<file path="src/rtl/pixel_port_arbiter.sv">
// Two-requester, burst-locked round-robin arbiter for the LT24Display pixel port.
// Optional grant-stall revocation is compiled in with `define PIXEL_ARB_TIMEOUT_EN.
module pixel_port_arbiter #(
  parameter int LCD_WIDTH  = 240,
  parameter int LCD_HEIGHT = 320,
  parameter int MAX_BURST  = 240,
  parameter int TIMEOUT    = 16
) (
  input  logic        clock,
  input  logic        resetApp_n,
  input  logic        req0Valid,
  input  logic        req0Last,
  input  logic [7:0]  req0X,
  input  logic [8:0]  req0Y,
  input  logic [15:0] req0Data,
  output logic        req0Ready,
  input  logic        req1Valid,
  input  logic        req1Last,
  input  logic [7:0]  req1X,
  input  logic [8:0]  req1Y,
  input  logic [15:0] req1Data,
  output logic        req1Ready,
  output logic [7:0]  xAddr,
  output logic [8:0]  yAddr,
  output logic [15:0] pixelData,
  output logic        pixelWrite,
  input  logic        pixelReady,
  output logic [1:0]  grant,
  output logic        rangeError
);

  typedef enum logic [1:0] {IDLE, GRANT0, GRANT1, GAP} state_t;

  localparam logic [8:0] X_LIMIT    = 9'(LCD_WIDTH);
  localparam logic [9:0] Y_LIMIT    = 10'(LCD_HEIGHT);
  localparam logic [7:0] BURST_LAST = 8'(MAX_BURST - 1);

  state_t     state_q, state_d;
  logic [7:0] beat_cnt_q, beat_cnt_d;
  logic       rr_q, rr_d;
  logic       range_err_q, range_err_d;

  logic        own_valid, own_last, in_grant, in_range, accept, release_burst;
  logic [7:0]  own_x;
  logic [8:0]  own_y;
  logic [15:0] own_data;
  logic        stall_hit;

  // Only the owner's beat ever reaches the display; everything else reads as zero.
  always_comb begin
    own_valid = 1'b0;
    own_last  = 1'b0;
    own_x     = '0;
    own_y     = '0;
    own_data  = '0;
    case (state_q)
      GRANT0: begin
        own_valid = req0Valid;
        own_last  = req0Last;
        own_x     = req0X;
        own_y     = req0Y;
        own_data  = req0Data;
      end
      GRANT1: begin
        own_valid = req1Valid;
        own_last  = req1Last;
        own_x     = req1X;
        own_y     = req1Y;
        own_data  = req1Data;
      end
      IDLE, GAP: ;
    endcase
  end

  assign in_grant   = (state_q == GRANT0) || (state_q == GRANT1);
  assign in_range   = ({1'b0, own_x} < X_LIMIT) && ({1'b0, own_y} < Y_LIMIT);
  assign accept     = own_valid && (pixelReady || !in_range);

  assign xAddr      = own_x;
  assign yAddr      = own_y;
  assign pixelData  = own_data;
  assign pixelWrite = own_valid && in_range;
  assign req0Ready  = (state_q == GRANT0) && accept;
  assign req1Ready  = (state_q == GRANT1) && accept;
  assign grant      = {state_q == GRANT1, state_q == GRANT0};
  assign rangeError = range_err_q;

`ifdef PIXEL_ARB_TIMEOUT_EN
  localparam logic [4:0] STALL_LAST = 5'(TIMEOUT - 1);

  logic [4:0] stall_q, stall_d;

  always_comb begin
    stall_d   = '0;
    stall_hit = 1'b0;
    if (in_grant && !own_valid) begin
      if (stall_q == STALL_LAST) stall_hit = 1'b1;
      else                       stall_d   = stall_q + 5'd1;
    end
  end

  always_ff @(posedge clock or negedge resetApp_n) begin
    if (!resetApp_n) stall_q <= '0;
    else             stall_q <= stall_d;
  end
`else
  localparam int unused_timeout = TIMEOUT;
  assign stall_hit = 1'b0;
`endif

  always_comb begin
    state_d       = state_q;
    beat_cnt_d    = beat_cnt_q;
    rr_d          = rr_q;
    range_err_d   = range_err_q;
    release_burst = 1'b0;
    case (state_q)
      IDLE: begin
        if (req0Valid && req1Valid) state_d = rr_q ? GRANT1 : GRANT0;
        else if (req0Valid)         state_d = GRANT0;
        else if (req1Valid)         state_d = GRANT1;
      end
      GRANT0, GRANT1: begin
        if (accept) begin
          if (!in_range) range_err_d = 1'b1;
          // A last beat landing on the burst limit still releases only once.
          if (own_last || (beat_cnt_q == BURST_LAST)) release_burst = 1'b1;
          else                                        beat_cnt_d    = beat_cnt_q + 8'd1;
        end
        if (stall_hit) release_burst = 1'b1;
        if (release_burst) begin
          state_d    = GAP;
          beat_cnt_d = '0;
          rr_d       = (state_q == GRANT0);
        end
      end
      GAP: state_d = IDLE;
    endcase
  end

  always_ff @(posedge clock or negedge resetApp_n) begin
    if (!resetApp_n) begin
      state_q     <= IDLE;
      beat_cnt_q  <= '0;
      rr_q        <= 1'b0;
      range_err_q <= 1'b0;
    end else begin
      state_q     <= state_d;
      beat_cnt_q  <= beat_cnt_d;
      rr_q        <= rr_d;
      range_err_q <= range_err_d;
    end
  end

endmodule

</file>
<file path="config.mk">
export PLATFORM = sky130hd
export DESIGN_NAME = pixel_port_arbiter
export DESIGN_NICKNAME = d
export VERILOG_FILES = /design/src/rtl/pixel_port_arbiter.sv
export SDC_FILE = /design/constraint.sdc
export NUM_CORES = 1
export LEC_CHECK = 0
export BUFFER_PORTS_ARGS = -buffer_cell sky130_fd_sc_hd__buf_2
export CORE_ASPECT_RATIO = 1.1
export CORE_UTILIZATION = 42
export DETAILED_ROUTE_END_ITERATION = 8
export PLACE_DENSITY = 0.87
export SLEW_MARGIN = 25
export SYNTH_ARGS = -nofsm -noshare
export SYNTH_HDL_FRONTEND = slang
export SYNTH_SLANG_ARGS = --single-unit
export TNS_END_PERCENT = 30
</file>
<file path="constraint.sdc">
create_clock -name clock -period 2.9 [get_ports clock]
set_input_delay 0.29 -clock clock [delete_from_list [all_inputs] [get_ports clock]]
set_output_delay 0.29 -clock clock [all_outputs]
set_load 0.01 [all_outputs]
</file>
==> results_tabular.tex, run 1 <==
\begin{tabular}{lr}
\hline
Metric & Value \\
\hline
\multicolumn{2}{l}{\textbf{Run status}} \\
\quad Status & finished, final reports clean \\
\multicolumn{2}{l}{\textbf{Cells and area}} \\
\quad Nets@finish & 370 \\
\quad Post-synthesis to final-layout area growth & 47.6\% \\
\quad Share of cells above drive strength 1 & 0.442 \\
\quad Most common cell after layout, fill and taps aside & sky130\_fd\_sc\_hd\_\_buf\_2 \\
\quad Top library cells by usage in the layout, fill and taps aside & 111 x sky130\_fd\_sc\_hd\_\_buf\_2, 43 x sky130\_fd\_sc\_hd\_\_nor2\_1, 31 x sky130\_fd\_sc\_hd\_\_a22oi\_1, 12 x sky130\_fd\_sc\_hd\_\_dfrtp\_1, 9 x sky130\_fd\_sc\_hd\_\_nand2\_1 \\
\quad Post-layout instance count excluding filler cells & 325 \\
\quad Antenna diode instance count & 0 \\
\multicolumn{2}{l}{\textbf{Setup path}} \\
\quad Top fanout value on the critical path & 13 \\
\quad Worst Path Arrival & 2320 ps \\
\quad Cell count of the worst reg-to-reg path & 8 \\
\quad Worst R2R End & rr\_q\$\_DFFE\_PN0P\_ \\
\quad Critical path startpoint category & flip-flop \\
\quad Combined buffer and inverter count along the critical path & 3 \\
\quad Origin of the critical flop-to-flop path & state\_q[1]\$\_DFFE\_PN0P\_ \\
\quad Crit-path leading delay family & compound AO/OA/AOI/OAI gates \\
\quad Critical path, cell by cell & inv\_1 > ha\_1 > buf\_4 > a22o\_1 > a311o\_2 > and3\_1 > buf\_2 \\
\quad Flop2flop setup slack & 550 ps \\
\quad Nature of the critical path endpoint & output port \\
\quad Critical path class & flip-flop to output port \\
\quad Peak per-stage delay on the critical path & 410 ps \\
\quad Crit path required time & 2610 ps \\
\quad Highest-delay cell along the critical path & sky130\_fd\_sc\_hd\_\_dfrtp\_1 \\
\multicolumn{2}{l}{\textbf{Routing}} \\
\quad Antenna Violating Nets Remaining & 0 \\
\quad Number of iterations in the first detailed-routing pass & 4 \\
\quad Number of remaining DRC errors & 0 \\
\quad Number of vias per cell after detailed routing & 5.75 \\
\quad Avg WL per Cell & 13.6 um \\
\quad WL final & 4.42 mm \\
\quad Total via count in the routed design & 1868 \\
\quad Number of violations reported at the end of detailed-routing iteration 0 & 72 \\
\multicolumn{2}{l}{\textbf{Placed design}} \\
\quad Post-DP HPWL & 3.54 mm \\
\quad Placed instance count & 320 \\
\quad Number of buffer cells added on primary ports & 111 \\
\quad Routability congestion estimate & 0.819 \\
\multicolumn{2}{l}{\textbf{Global routing}} \\
\quad Grt peak-use layer & met2 \\
\quad Vias in the first global route & 1657 \\
\quad Met3 GRT Util & 0.0426 \\
\quad Maximum number of pins on one net before global-route repair & 23 \\
\quad Global routing met1 resource utilization & 0.307 \\
\quad Antenna violations before repair & 0 \\
\quad First-pass GRT wire length & 7.04 mm \\
\quad Met2 track demand over resource & 0.473 \\
\quad Global-route total usage across every layer & 0.256 \\
\quad Gr ovfl total & 0 \\
\multicolumn{2}{l}{\textbf{Power}} \\
\quad Largest vdd supply drop & 0.589 mV \\
\quad Power density over the cells & 908 nW/um\^{}2 \\
\quad Leakage power & 1.03 nW \\
\multicolumn{2}{l}{\textbf{Yosys}} \\
\quad Mean Syn Cell Area & 7.20 um\^{}2 \\
\quad Syn Nets & 260 \\
\quad Biggest area consumer among synthesized cells & sky130\_fd\_sc\_hd\_\_dfrtp\_1 \\
\quad Synth Area in Adders & 0.0380 \\
\quad Predominant post-synthesis flop cell & sky130\_fd\_sc\_hd\_\_dfrtp\_1 \\
\quad Share of async-settable or async-resettable flops after synthesis & 1.00 \\
\quad Mux cell area share after synthesis & 0.0114 \\
\quad Flip-flop and latch count after synthesis & 12 \\
\quad Compound-cell area share of the yosys netlist & 0.383 \\
\quad Simple-Gate Fraction of Synth Area & 0.271 \\
\quad Syn Std Cell Area & 1320 um\^{}2 \\
\quad Number of warnings printed during yosys synthesis & 0 \\
\quad Number of distinct library cells after synthesis & 40 \\
\quad Fraction of the yosys area taken by sequential cells & 0.228 \\
\quad Number of instances in the synthesized netlist & 183 \\
\quad Main combinational cell family by area after synthesis & compound AO/OA/AOI/OAI gates \\
\quad Area share of the leading cell type in the synthesized netlist & 0.228 \\
\quad Synth Area in XOR/XNOR & 0 \\
\quad Count of flip-flops with a built-in enable after synthesis & 0 \\
\quad Top cells by area in the synthesized netlist & sky130\_fd\_sc\_hd\_\_dfrtp\_1 23\%, sky130\_fd\_sc\_hd\_\_a22oi\_1 18\%, sky130\_fd\_sc\_hd\_\_nor2\_1 12\% \\
\multicolumn{2}{l}{\textbf{STA}} \\
\quad Total count of hold-check failures in the final report & 0 \\
\quad Max frequency & 0.384 GHz \\
\quad RSZ-0062 raised after global routing & false \\
\quad Worst-case hold slack & 407 ps \\
\quad Worst clock skew & 2.88 ps \\
\quad Relative slew slack & 0.699 \\
\quad Post-layout min period & 2610 ps \\
\quad Share of the clock period used by the worst path & 0.899 \\
\quad Worst slew pin tran & 452 ps \\
\quad Final Max Tran Viols & 0 \\
\quad Final-report setup violation count & 0 \\
\quad Setup TNS Final & 0 ps \\
\multicolumn{2}{l}{\textbf{Clock tree}} \\
\quad Post-CTS setup repair buffer count & 0 \\
\quad Clock-pin slew on the worst setup and hold paths & 80 ps \\
\quad Insertion delay of the later-clocked pin in the worst-skew pair & 280 ps \\
\quad Root Buffer & sky130\_fd\_sc\_hd\_\_clkbuf\_4 \\
\quad Clk sink count & 12 \\
\quad H-tree Lvls & 1 \\
\quad TritonCTS clock tree & yes \\
\quad Max Buffers Root-to-Sink & 2 \\
\quad Num CTS Buffers & 3 \\
\multicolumn{2}{l}{\textbf{Floorplanning}} \\
\quad Width of the die & 55.4 um \\
\quad CORE AREA & 2880 um\^{}2 \\
\quad Initial standard-cell utilization of the core & 0.458 \\
\quad Die outline height & 60.7 um \\
\quad Rows & 20 \\
\quad Count of boundary I/O pins & 112 \\
\quad Die area & 3370 um\^{}2 \\
\multicolumn{2}{l}{\textbf{Job}} \\
\quad Max-Cap Viols & 0 \\
\multicolumn{2}{l}{\textbf{Min path}} \\
\quad Classification of the worst-slack hold path & input pin to asynchronous set/reset pin \\
\hline
\end{tabular}
[layer usage]
layer / up-vias / wire length, um / share of wire
li1: 904 / - / -
met4: 0 / 78 / 0.018
met2: 95 / 2190 / 0.50
met3: 13 / 340 / 0.077
met1: 856 / 1810 / 0.41
met5: - / 0 / 0
[through the flow]
| stage | utilization | power, W | setup WS (ps) | area (um^2) |
|---|---|---|---|---|
| global route | 0.676 | 0.00192 | 176 | 1940 |
| detailed placement | 0.660 | 0.00163 | 555 | 1900 |
| floorplan | - | 0.00119 | 792 | 1320 |
| finish | 0.676 | 0.00177 | 293 | 1940 |
| CTS | 0.676 | 0.00177 | 297 | 1940 |
| global placement | 0.660 | 0.00161 | 646 | 1900 |
[synthesized netlist by cell type (2+ instances only)]
library cell               number
sky130_fd_sc_hd__inv_1          5
sky130_fd_sc_hd__or3_1          2
sky130_fd_sc_hd__nand2_1        9
sky130_fd_sc_hd__dfrtp_1       12
sky130_fd_sc_hd__buf_4          2
sky130_fd_sc_hd__nor2_1        43
sky130_fd_sc_hd__nand2b_1       4
sky130_fd_sc_hd__o21ai_0        6
sky130_fd_sc_hd__o211ai_1       2
sky130_fd_sc_hd__o31ai_1        8
sky130_fd_sc_hd__a22oi_1       31
sky130_fd_sc_hd__buf_1          3
sky130_fd_sc_hd__clkbuf_1       7
sky130_fd_sc_hd__ha_1           4
sky130_fd_sc_hd__nand4_1        3
sky130_fd_sc_hd__nand3_1        7
sky130_fd_sc_hd__and2_1         3
sky130_fd_sc_hd__a22o_1         3
sky130_fd_sc_hd__and3_1         4
sky130_fd_sc_hd__o311a_1        2
sky130_fd_sc_hd__a21oi_1        4
[worst max-delay path by stage]
stage | start | end | slack [ps] | cells past startpoint
finish | state_q[1]$_DFFE_PN0P_ | req0Ready | 290 | 7
global route | state_q[0]$_DFFE_PN0P_ | req0Ready | 180 | 7
CTS | state_q[1]$_DFFE_PN0P_ | req0Ready | 300 | 7
detailed placement | state_q[1]$_DFFE_PN0P_ | rr_q$_DFFE_PN0P_ | 550 | 8
global placement | state_q[0]$_DFFE_PN0P_ | rr_q$_DFFE_PN0P_ | 650 | 8
floorplan | state_q[0]$_DFFE_PN0P_ | state_q[1]$_DFFE_PN0P_ | 790 | 9
[power by group]
group          leakage [nW]  switching (W)  internal, W
clock                0.0210      0.0000606    0.0000764
sequential            0.157      0.0000472     0.000216
combinational         0.853       0.000819     0.000546
[cell type report]
class                           instances  area (um^2)
Fill cell                             265          933
Multi-Input combinational cell        151          926
Timing Repair Buffer                  119          618
Sequential cell                        12          300
Tap cell                               33         41.3
Clock buffer                            4         36.3
Inverter                                6         22.5
[cells by family after synthesis]
kind of cell | Yosys count
fa+ha+maj | 4
compound gates | 67
flops | 12
simple gates | 79
buf+inv | 20
mux | 1
[flip-flops by register name, indices dropped and copies added (netlist names)]
signal	cells
rangeError	1
rr_q	1
beat_cnt_q	8
state_q	2
[worst register-to-register path: cells and delay by family, from the launching register on]
family	cells	cell delay, ps
adders and majority gates	1	440
muxes	1	310
and+or+nand+nor	2	300
DFF	1	420
AOI/OAI and AO/OA	2	350
buffers and inverters	2	420
[timing repair]
action                    in CTS  in global routing
gates resized for setup        0                  0
hold buffers                   1                  0
hold endpoints to repair      12                  0
No activity file was read; power rests on OpenSTA's default activity.
==> inputs of run 2 (changes only) <==
--- a/config.mk
+++ b/config.mk
@@ -6,10 +6,9 @@
 export NUM_CORES = 1
 export LEC_CHECK = 0
 export BUFFER_PORTS_ARGS = -buffer_cell sky130_fd_sc_hd__buf_2
-export CORE_ASPECT_RATIO = 1.1
-export CORE_UTILIZATION = 42
+export CORE_UTILIZATION = 35
 export DETAILED_ROUTE_END_ITERATION = 8
-export PLACE_DENSITY = 0.87
+export PLACE_DENSITY = 0.77
 export SLEW_MARGIN = 25
 export SYNTH_ARGS = -nofsm -noshare
 export SYNTH_HDL_FRONTEND = slang
==> constraint.sdc (replaced) <==
create_clock -name clock -period 2.2 [get_ports clock]
set_input_delay 0.22 -clock clock [delete_from_list [all_inputs] [get_ports clock]]
set_output_delay 0.22 -clock clock [all_outputs]
set_load 0.01 [all_outputs]
==> run 2 against run 1 <==
  * The run now ends with setup timing left
  * Wire length increased by 13%
  * Highest routed layer unchanged
  * First-iteration DRC count increased by 22%
  * Sequential power increased by 34%
  * Worst setup slack got worse by 410 ps
  * Global-route usage decreased by 0.73 points
  * Non-clock buffer count increased by 29
  * Total power increased by 68%
  * Largest cell class unchanged
  * Register-to-register slack got worse by 580 ps
==> results_tabular.tex, run 2 (same netlist as run 1, synthesis figures left out) <==
\begin{tabular}{lr}
\hline
Metric & Value \\
\hline
\multicolumn{2}{l}{\textbf{Routing}} \\
\quad Number of vias per cell after detailed routing & 5.30 \\
\quad Number of iterations in the first detailed-routing pass & 4 \\
\quad Antenna Violating Nets Remaining & 0 \\
\quad Avg WL per Cell & 13.6 um \\
\quad Routed metal-1 wire length & 2.13 mm \\
\quad Detailed-routed wire length on met3 & 305 um \\
\quad Number of remaining DRC errors & 0 \\
\quad WL final & 4.98 mm \\
\quad Total via count in the routed design & 1944 \\
\quad Top layer reached by signal wires & met4 \\
\quad Routed length on met2 & 2.48 mm \\
\quad Number of violations reported at the end of detailed-routing iteration 0 & 88 \\
\multicolumn{2}{l}{\textbf{Min path}} \\
\quad Classification of the worst-slack hold path & input pin to asynchronous set/reset pin \\
\multicolumn{2}{l}{\textbf{Cells and area}} \\
\quad Post-synthesis to final-layout area growth & 76.6\% \\
\quad Share of cells above drive strength 1 & 0.548 \\
\quad Most common cell after layout, fill and taps aside & sky130\_fd\_sc\_hd\_\_buf\_2 \\
\quad Top library cells by usage in the layout, fill and taps aside & 110 x sky130\_fd\_sc\_hd\_\_buf\_2, 42 x sky130\_fd\_sc\_hd\_\_nor2\_1, 31 x sky130\_fd\_sc\_hd\_\_buf\_4, 29 x sky130\_fd\_sc\_hd\_\_a22oi\_1, 11 x sky130\_fd\_sc\_hd\_\_dfrtp\_1 \\
\quad Fill cells & 317 \\
\quad Antenna diode instance count & 0 \\
\quad Top register by number of flip-flops & beat\_cnt\_q \\
\quad Max FFs per register & 8 \\
\quad Top flop regs & beat\_cnt\_q: 8 flops, state\_q: 2 flops \\
\quad Nets@finish & 399 \\
\quad Utilization after layout & 0.671 \\
\multicolumn{2}{l}{\textbf{STA}} \\
\quad Relative slew slack & 0.791 \\
\quad Max frequency & 0.432 GHz \\
\quad Final-report setup violation count & 5 \\
\quad Final Max Tran Viols & 0 \\
\quad Worst clock skew & 6.06 ps \\
\quad Worst slew pin tran & 313 ps \\
\quad Total count of hold-check failures in the final report & 0 \\
\quad Share of the clock period used by the worst path & 1.05 \\
\quad RSZ-0062 raised after global routing & true \\
\quad Post-layout min period & 2310 ps \\
\quad Setup TNS Final & -317 ps \\
\quad Final setup slack of the worst path & -114 ps \\
\multicolumn{2}{l}{\textbf{Setup path}} \\
\quad Worst Path Arrival & 2090 ps \\
\quad Crit path required time & 1980 ps \\
\quad Worst R2R End & state\_q[1]\$\_DFFE\_PN0P\_ \\
\quad Flop2flop setup slack & -30 ps \\
\quad Top fanout value on the critical path & 6 \\
\quad Nature of the critical path endpoint & output port \\
\quad Critical path class & flip-flop to output port \\
\quad Critical path startpoint category & flip-flop \\
\quad Cell count of the worst reg-to-reg path & 11 \\
\quad Origin of the critical flop-to-flop path & state\_q[1]\$\_DFFE\_PN0P\_ \\
\multicolumn{2}{l}{\textbf{Floorplanning}} \\
\quad Initial standard-cell utilization of the core & 0.380 \\
\quad Width of the die & 63.4 um \\
\quad Die outline height & 63.4 um \\
\quad CORE AREA & 3470 um\^{}2 \\
\quad Rows & 21 \\
\quad Count of boundary I/O pins & 112 \\
\quad Die area & 4010 um\^{}2 \\
\multicolumn{2}{l}{\textbf{Placed design}} \\
\quad Routability congestion estimate & 0.901 \\
\quad Number of buffer cells added on primary ports & 111 \\
\quad Post-DP HPWL & 3.78 mm \\
\multicolumn{2}{l}{\textbf{Power}} \\
\quad Largest vdd supply drop & 0.697 mV \\
\quad Power density over the cells & 1280 nW/um\^{}2 \\
\quad Total power & 0.00297 W \\
\quad Leakage power & 1.19 nW \\
\multicolumn{2}{l}{\textbf{Global routing}} \\
\quad Antenna violations before repair & 0 \\
\quad Vias in the first global route & 1876 \\
\quad First-pass GRT wire length & 8.10 mm \\
\quad Global-route total usage across every layer & 0.248 \\
\quad Gr ovfl total & 0 \\
\quad Maximum number of pins on one net before global-route repair & 31 \\
\multicolumn{2}{l}{\textbf{Job}} \\
\quad Max-Cap Viols & 0 \\
\multicolumn{2}{l}{\textbf{Clock tree}} \\
\quad Insertion delay of the later-clocked pin in the worst-skew pair & 240 ps \\
\quad Clk sink count & 12 \\
\quad TritonCTS clock tree & yes \\
\quad Root Buffer & sky130\_fd\_sc\_hd\_\_clkbuf\_8 \\
\quad H-tree Lvls & 1 \\
\quad Max Buffers Root-to-Sink & 2 \\
\quad Num CTS Buffers & 3 \\
\quad Clock-pin slew on the worst setup and hold paths & 60 ps \\
\multicolumn{2}{l}{\textbf{Run status}} \\
\quad Status & finished with violations \\
\quad Violations in the final reports & setup timing \\
\hline
\end{tabular}
==> run 2: changes by cell type in the layout (fill, tap and decap cells not counted), moves of 3 or more <==
cell,previous run,this run
sky130_fd_sc_hd__buf_4,7,31
sky130_fd_sc_hd__buf_6,0,6
sky130_fd_sc_hd__clkbuf_4,3,0
sky130_fd_sc_hd__clkbuf_8,1,4
sky130_fd_sc_hd__ha_1,4,1
sky130_fd_sc_hd__ha_4,0,3
sky130_fd_sc_hd__o31ai_1,8,5
==> run 2: how the worst max path moves through the flow <==
stage / from / to / slack, ps
after floorplan: state_q[0]$_DFFE_PN0P_ / state_q[1]$_DFFE_PN0P_ / 90
after detailed placement: state_q[0]$_DFFE_PN0P_ / req0Ready / -30
final: state_q[1]$_DFFE_PN0P_ / req1Ready / -110
after global placement: state_q[0]$_DFFE_PN0P_ / req0Ready / 10
after global routing: state_q[1]$_DFFE_PN0P_ / req1Ready / -170
after CTS: state_q[1]$_DFFE_PN0P_ / req1Ready / -90
==> run 2: critical path, cell delays in order, from the launching register on <==
cell and delay [ps]:
sky130_fd_sc_hd__dfrtp_1 400, sky130_fd_sc_hd__inv_2 70, sky130_fd_sc_hd__ha_4 170, sky130_fd_sc_hd__buf_6 120
sky130_fd_sc_hd__buf_4 140, sky130_fd_sc_hd__buf_4 150, sky130_fd_sc_hd__a22o_1 240, sky130_fd_sc_hd__and2_2 250
sky130_fd_sc_hd__and3_1 170, sky130_fd_sc_hd__buf_2 130
==> run 2: power by group <==
part	internal, W	leakage (nW)	total [W]	switching (W)
registers	0.000287	0.155	0.000352	0.0000651
clock network	0.000158	0.0288	0.000244	0.0000861
logic	0.00111	1.01	0.00238	0.00127
total	0.00156	1.19	0.00297	0.00142
==> run 2: per-layer routing <==
| metal | track usage | vias up |
|---|---|---|
| li1 | - | 964 |
| met1 | 0.295 | 894 |
| met2 | 0.435 | 76 |
| met3 | 0.0670 | 10 |
| met4 | 0.0653 | 0 |
| met5 | 0 | - |
==> run 2: layout make-up <==
| cell class | instances | area, um^2 | share of cell area |
|---|---|---|---|
| Multi-Input combinational cell | 151 | 1030 | 0.442 |
| Timing Repair Buffer | 148 | 861 | 0.370 |
| Sequential cell | 12 | 302 | 0.130 |
| Tap cell | 46 | 57.6 | 0.0247 |
| Clock buffer | 4 | 55.1 | 0.0237 |
| Inverter | 6 | 22.5 | 0.00968 |
==> run 2: per-stage QoR <==
stage / instances / hold slack, ps / worst slack (ps) / instance area, um^2
3_5_place_dp: 348 / 117 / -28.0 / 2030
6_report: 367 / 387 / -114 / 2330
5_1_grt: 367 / 421 / -169 / 2330
2_1_floorplan: 183 / -75.6 / 92.0 / 1320
3_3_place_gp: 348 / 118 / 13.8 / 2030
4_1_cts: 366 / 384 / -94.2 / 2270
==> run 2: what timing repair did <==
action                                  in CTS  in global routing
pin swaps                                    8                  2
setup buffers                               13                  1
endpoints found under the hold margin       12                  0
gates resized for setup                     17                 14
endpoints found under the setup margin       5                 13
hold buffers                                 1                  0
